File: src/rtl/rsa_exp_sequencer.sv
// Exponent sequencer: walks a latched exponent MSB-first and issues the
// Montgomery square/multiply sequence, driving only operand selects and handshakes.
module rsa_exp_sequencer #(
    parameter int T_WIDTH   = 32,
    parameter int LEN_WIDTH = 6
) (
    input  logic                 clk,
    input  logic                 resetn,
    input  logic                 start,
    input  logic [T_WIDTH-1:0]   exp_t,
    input  logic [LEN_WIDTH-1:0] exp_len,
    output logic                 busy,
    output logic                 done,
    output logic                 err,
    output logic                 mont_start,
    input  logic                 mont_done,
    output logic [2:0]           mont_a_sel,
    output logic [2:0]           mont_b_sel,
    output logic                 mont_dst_sel,
    output logic [7:0]           op_count
);
    localparam int IDX_W = (T_WIDTH > 1) ? $clog2(T_WIDTH) : 1;

    localparam logic [1:0] S_IDLE  = 2'd0;
    localparam logic [1:0] S_ISSUE = 2'd1;
    localparam logic [1:0] S_WAIT  = 2'd2;
    localparam logic [1:0] S_FIN   = 2'd3;

    localparam logic [1:0] OP_TOMONT = 2'd0;
    localparam logic [1:0] OP_SQR    = 2'd1;
    localparam logic [1:0] OP_MUL    = 2'd2;
    localparam logic [1:0] OP_FROM   = 2'd3;

    localparam logic [2:0] SEL_ACC = 3'd0;
    localparam logic [2:0] SEL_XT  = 3'd1;
    localparam logic [2:0] SEL_M   = 3'd2;
    localparam logic [2:0] SEL_R2N = 3'd3;
    localparam logic [2:0] SEL_ONE = 3'd4;

    logic [1:0]         state_q, state_d;
    logic [1:0]         op_q, op_d;
    logic [IDX_W-1:0]   bit_q, bit_d;
    logic [T_WIDTH-1:0] exp_q, exp_d;
    logic               len_bad_q, len_bad_d;
    logic               busy_q, busy_d;
    logic               done_q, done_d;
    logic               err_q, err_d;
    logic               mont_start_q, mont_start_d;
    logic [2:0]         a_sel_q, a_sel_d;
    logic [2:0]         b_sel_q, b_sel_d;
    logic               dst_q, dst_d;
    logic [7:0]         op_count_q, op_count_d;
    logic               enter_issue;
    logic               len_bad;

    assign len_bad = (exp_len == '0) || (int'(exp_len) > T_WIDTH);

    always_comb begin
        state_d      = state_q;
        op_d         = op_q;
        bit_d        = bit_q;
        exp_d        = exp_q;
        len_bad_d    = len_bad_q;
        busy_d       = busy_q;
        done_d       = done_q;
        err_d        = err_q;
        mont_start_d = 1'b0;
        a_sel_d      = a_sel_q;
        b_sel_d      = b_sel_q;
        dst_d        = dst_q;
        op_count_d   = op_count_q;
        enter_issue  = 1'b0;

        case (state_q)
            S_IDLE: begin
                if (start) begin
                    exp_d      = exp_t;
                    done_d     = 1'b0;
                    err_d      = 1'b0;
                    op_count_d = '0;
                    busy_d     = 1'b1;
                    len_bad_d  = len_bad;
                    if (len_bad) begin
                        state_d = S_FIN;
                    end else begin
                        op_d        = OP_TOMONT;
                        bit_d       = IDX_W'(exp_len - LEN_WIDTH'(1));
                        state_d     = S_ISSUE;
                        enter_issue = 1'b1;
                    end
                end
            end
            S_ISSUE: state_d = S_WAIT;
            S_WAIT: begin
                if (mont_done) begin
                    if (op_q == OP_FROM) begin
                        state_d = S_FIN;
                        done_d  = 1'b1;
                        busy_d  = 1'b0;
                    end else begin
                        state_d     = S_ISSUE;
                        enter_issue = 1'b1;
                        // bit_q already points at the MSB after TOMONT
                        if (op_q == OP_TOMONT) begin
                            op_d = OP_SQR;
                        end else if (op_q == OP_SQR && exp_q[bit_q]) begin
                            op_d = OP_MUL;
                        end else if (bit_q == '0) begin
                            op_d = OP_FROM;
                        end else begin
                            op_d  = OP_SQR;
                            bit_d = bit_q - IDX_W'(1);
                        end
                    end
                end
            end
            default: begin
                done_d  = 1'b1;
                err_d   = len_bad_q;
                busy_d  = 1'b0;
                state_d = S_IDLE;
            end
        endcase

        if (enter_issue) begin
            mont_start_d = 1'b1;
            if (op_count_d != 8'hFF) op_count_d = op_count_d + 8'd1;
            case (op_d)
                OP_TOMONT: begin a_sel_d = SEL_M;   b_sel_d = SEL_R2N; dst_d = 1'b1; end
                OP_SQR:    begin a_sel_d = SEL_ACC; b_sel_d = SEL_ACC; dst_d = 1'b0; end
                OP_MUL:    begin a_sel_d = SEL_ACC; b_sel_d = SEL_XT;  dst_d = 1'b0; end
                default:   begin a_sel_d = SEL_ACC; b_sel_d = SEL_ONE; dst_d = 1'b0; end
            endcase
        end
    end

    always_ff @(posedge clk or negedge resetn) begin
        if (!resetn) begin
            state_q      <= S_IDLE;
            op_q         <= OP_TOMONT;
            bit_q        <= '0;
            exp_q        <= '0;
            len_bad_q    <= 1'b0;
            busy_q       <= 1'b0;
            done_q       <= 1'b0;
            err_q        <= 1'b0;
            mont_start_q <= 1'b0;
            a_sel_q      <= '0;
            b_sel_q      <= '0;
            dst_q        <= 1'b0;
            op_count_q   <= '0;
        end else begin
            state_q      <= state_d;
            op_q         <= op_d;
            bit_q        <= bit_d;
            exp_q        <= exp_d;
            len_bad_q    <= len_bad_d;
            busy_q       <= busy_d;
            done_q       <= done_d;
            err_q        <= err_d;
            mont_start_q <= mont_start_d;
            a_sel_q      <= a_sel_d;
            b_sel_q      <= b_sel_d;
            dst_q        <= dst_d;
            op_count_q   <= op_count_d;
        end
    end

    assign busy         = busy_q;
    assign done         = done_q;
    assign err          = err_q;
    assign mont_start   = mont_start_q;
    assign mont_a_sel   = a_sel_q;
    assign mont_b_sel   = b_sel_q;
    assign mont_dst_sel = dst_q;
    assign op_count     = op_count_q;
endmodule

File: config.mk
export PLATFORM = sky130hd
export DESIGN_NAME = rsa_exp_sequencer
export DESIGN_NICKNAME = d
export VERILOG_FILES = /design/src/rtl/rsa_exp_sequencer.sv
export SDC_FILE = /design/constraint.sdc
export NUM_CORES = 1
export LEC_CHECK = 0
export ABC_AREA = 1
export CORE_UTILIZATION = 55
export DETAILED_ROUTE_END_ITERATION = 8
export PLACE_DENSITY = 0.85
export SLEW_MARGIN = 20
export SYNTH_ARGS = -nofsm -noshare
export SYNTH_HDL_FRONTEND = slang
export SYNTH_SLANG_ARGS = --single-unit
File: constraint.sdc
create_clock -name clk -period 3.25 [get_ports clk]
set_clock_uncertainty 0.15 [all_clocks]
set_input_delay 0.975 -clock clk [delete_from_list [all_inputs] [get_ports clk]]
set_output_delay 0.975 -clock clk [all_outputs]
set_load 0.03 [all_outputs]
==> results.json <==
{
  "routedWlPerCell_um": 12.46,
  "ys_seq_area_share_pct": 48.02,
  "cts_tree": "yes",
  "pwr-share-comb_pct": 46.2,
  "setup_violations": 0,
  "avgSynthCellArea_um2": 7.558,
  "clock_sinks": 57,
  "grt_pass1_wl_um": 10840,
  "dpl.cell_count": 512,
  "worstSkewPairLatency_ps": 340,
  "r2r_end": "op_count[1]",
  "htree_num_levels": 3,
  "post_cts_buffers": 0,
  "powerDensity_mw_per_mm2": 905.2,
  "intPower_w": 0.001932,
  "die_area_mm2": 0.005699,
  "overflow": 0,
  "start_kind": "input pin",
  "clk_pin_slew_ps": 60,
  "rows": 26,
  "crit_fanout": 8,
  "power.switching_w": 0.001469,
  "seq_area_mm2": 0.001426,
  "pin_count": 61,
  "grt_max_degree": 58,
  "cpLargestDelayFamily": "simple AND/OR/NAND/NOR gates",
  "port_buffers": 58,
  "yosys_warnings": 0,
  "multi_input_area_mm2": 0.001356,
  "place_congestion": 0.8766,
  "num_vias": 2714,
  "rsz0062_at_grt": "no",
  "synthCells": 393,
  "rr_worst_depth": 11,
  "die_w_um": 75.49,
  "r2r_slack_ps": 680,
  "hold_path_class": "register to register",
  "n_antenna_cell": 0,
  "grt_pass1_vias": 2488,
  "synth.distinct_cells": 34,
  "cts-root-buf": "clkbuf_8",
  "drt-pass1-iter-count": 4,
  "clkPwrFrac_pct": 17.4,
  "max_cap_violations": 0,
  "seq_power_share_pct": 36.4,
  "post-route-period-util_pct": 90.12,
  "end_kind": "register",
  "core_mm2": 0.005140,
  "fin_util_pct": 73.10,
  "worstPathArrival_ps": 3000,
  "leakagePower_nw": 1.874,
  "antenna_found_initial": 0,
  "fin_nets": 501,
  "worst_pin_slew_ps": 708.1,
  "track_usage_pct": 25.75,
  "ctsResizeCount": 0,
  "endpoint": "op_count[1]",
  "critPathLaunch": "start",
  "hold_buffers": 0,
  "cp_num_buf_inv": 3,
  "finalHoldViolations": 0,
  "fp.dieH_um": 75.49,
  "critical_path_class": "input pin to register",
  "max-clock-path-buffers": 2,
  "cp_num_cells": 10,
  "routed_wirelength_um": 6579,
  "switching_share_pct": 43.19,
  "viasPerCell": 5.140,
  "drtIter0Drc": 210,
  "final_max_slew_viol_count": 0,
  "slew_headroom_pct": 52.79,
  "ir_worst_vdd_uv": 428.0,
  "timing.fmax_ghz": 0.3414,
  "drive_gt1_share_pct": 6.987,
  "tns_ps": 0,
  "instances_no_fill": 528,
  "critPathSlowestCell": "clkdlybuf4s50_1",
  "status": "complete, no violations",
  "crit_path_max_incr_delay_ps": 440,
  "dp_hpwl_um": 4503,
  "critical_path.cell_chain": "clkdlybuf4s50_1 > nand2_1 > nand2_1 > inv_1 > ha_1 > nand3_1 > inv_1 > nand3_1 > nand2_1 > mux2_1",
  "ys_ff_latch": 57,
  "cts_buffers": 9,
  "syn_area_mm2": 0.002970,
  "start_util_pct": 57.79,
  "ant_nets": 0,
  "min_period_ps": 2929,
  "reg2reg_from": "state_q[0]",
  "cp.required_ps": 3320,
  "syn_to_final_growth_pct": 26.50,
  "nFillCells": 423,
  "drc": 0,
  "cpMostUsedCell": "nand2_1"
}
==> cell usage after synthesis <==
library cell  count  share of area (%)
inv_4             1               0.21
nor4_2            1               0.42
dfrtp_1          57                 48
ha_1              6                2.5
o22ai_1           1               0.21
o21ai_4           1               0.55
o21ai_1           1               0.17
o21bai_1          1               0.25
o21ai_0          16                2.7
buf_6             2               0.76
nand2_1         185                 23
inv_1            19                2.4
nand2_2           2               0.42
nor2_2            1               0.21
conb_1            1               0.13
xnor2_1           3               0.88
o21a_1            1               0.25
clkinv_1          1               0.13
buf_4             6                1.5
nand3_1          40                6.7
nand2_4           1               0.38
or2_1             1               0.21
nand4_1           3               0.63
xor2_1            4                1.2
inv_2             3               0.38
nor2_1           19                2.4
nand3b_1          2               0.51
a21oi_1           1               0.17
nor3_1            3               0.51
nand3_2           1               0.34
buf_1             4               0.51
mux2_1            1               0.38
buf_2             1               0.17
clkbuf_1          3               0.38
==> cell usage in the layout, fill, tap and decap left out, types with 3 or more instances in the layout <==
master	count
xnor2_1	3
inv_2	3
ha_1	6
clkbuf_8	11
nand2_1	185
buf_4	6
xor2_1	4
dfrtp_1	57
nor2_1	19
nand3_1	40
o21ai_0	16
clkinv_2	3
nor3_1	3
nand4_1	3
clkdlybuf4s50_1	57
inv_1	19
==> worst register-to-register path: cells and delay by family, from the launching register on <==
kind,cells,cell delay [ps]
DFF,1,370
buffers and inverters,3,320
and+or+nand+nor,5,840
muxes,1,320
adders and majority gates,2,430
==> logic make-up (layout without fill, tap and decap cells) <==
logic type               after synthesis  in the layout  synth area share [%]
flip-flops                            57             57                 48.02
other                                  1              2                0.1262
XOR/XNOR                               7              7                 2.064
multiplexers                           1              1                0.3791
adder cells (fa/ha/maj)                6              6                 2.527
buffers and inverters                 40            104                 6.444
AO/OA/AOI/OAI                         22             22                 4.297
AND/OR/NAND/NOR                      259            259                 36.14
==> state kept, by name, indices dropped and copies added, names as in the netlist <==
name        flops
bit_q           5
busy            1
done            1
err             1
exp_q          32
len_bad_q       1
mont_b_sel      3
mont_start      1
op_count        8
op_q            2
state_q         2
==> worst min path at each step <==
stage,from,to,slack (ps),depth (start not counted)
after detailed placement,exp_q[10],exp_q[10],320,2
after global placement,exp_q[6],exp_q[6],310,2
after CTS,exp_q[22],exp_q[22],330,2
after global routing,exp_q[18],exp_q[18],360,2
after floorplan,exp_q[1],exp_q[1],300,2
final,exp_q[22],exp_q[22],330,2
==> per-layer routing <==
metal	share of wire (%)	global-route usage [%]	vias up	wire length (µm)
li1	-	-	1358	-
met1	46	34.35	1272	3019
met2	48	40.97	70	3152
met3	3.9	4.630	14	258
met4	2.3	12.35	0	149
met5	0	0	-	0
==> power groups by stage <==
stage	clock [W]	combinational [W]	sequential (W)
after floorplan	0	0.00110	0.00127
after global placement	0	0.00153	0.00123
after detailed placement	0	0.00156	0.00124
after CTS	0.000593	0.00158	0.00123
after global routing	0.000618	0.00180	0.00128
final	0.000592	0.00157	0.00124
==> through the flow <==
| step | area (µm²) | power (W) | hold slack [ps] | setup slack [ps] |
|---|---|---|---|---|
| 2_1_floorplan | 2974 | 0.002375 | 298.7 | 834.8 |
| 3_3_place_gp | 3583 | 0.002761 | 312.5 | 166.9 |
| 3_5_place_dp | 3583 | 0.002801 | 315.9 | 25.51 |
| 4_1_cts | 3757 | 0.003405 | 332.7 | 341.0 |
| 5_1_grt | 3757 | 0.003691 | 355.4 | 187.9 |
| 6_report | 3757 | 0.003401 | 328.5 | 321.0 |
==> cell type report <==
cell class	instances	area share, %
flip-flops and latches	57	37.96
multi-input cells	297	36.10
repair buffers	64	16.52
clock buffers	13	4.229
inverters	24	2.464
well taps	70	2.331
clock inverters	3	0.3996
Note: power is estimated with default switching activity, not from simulation.
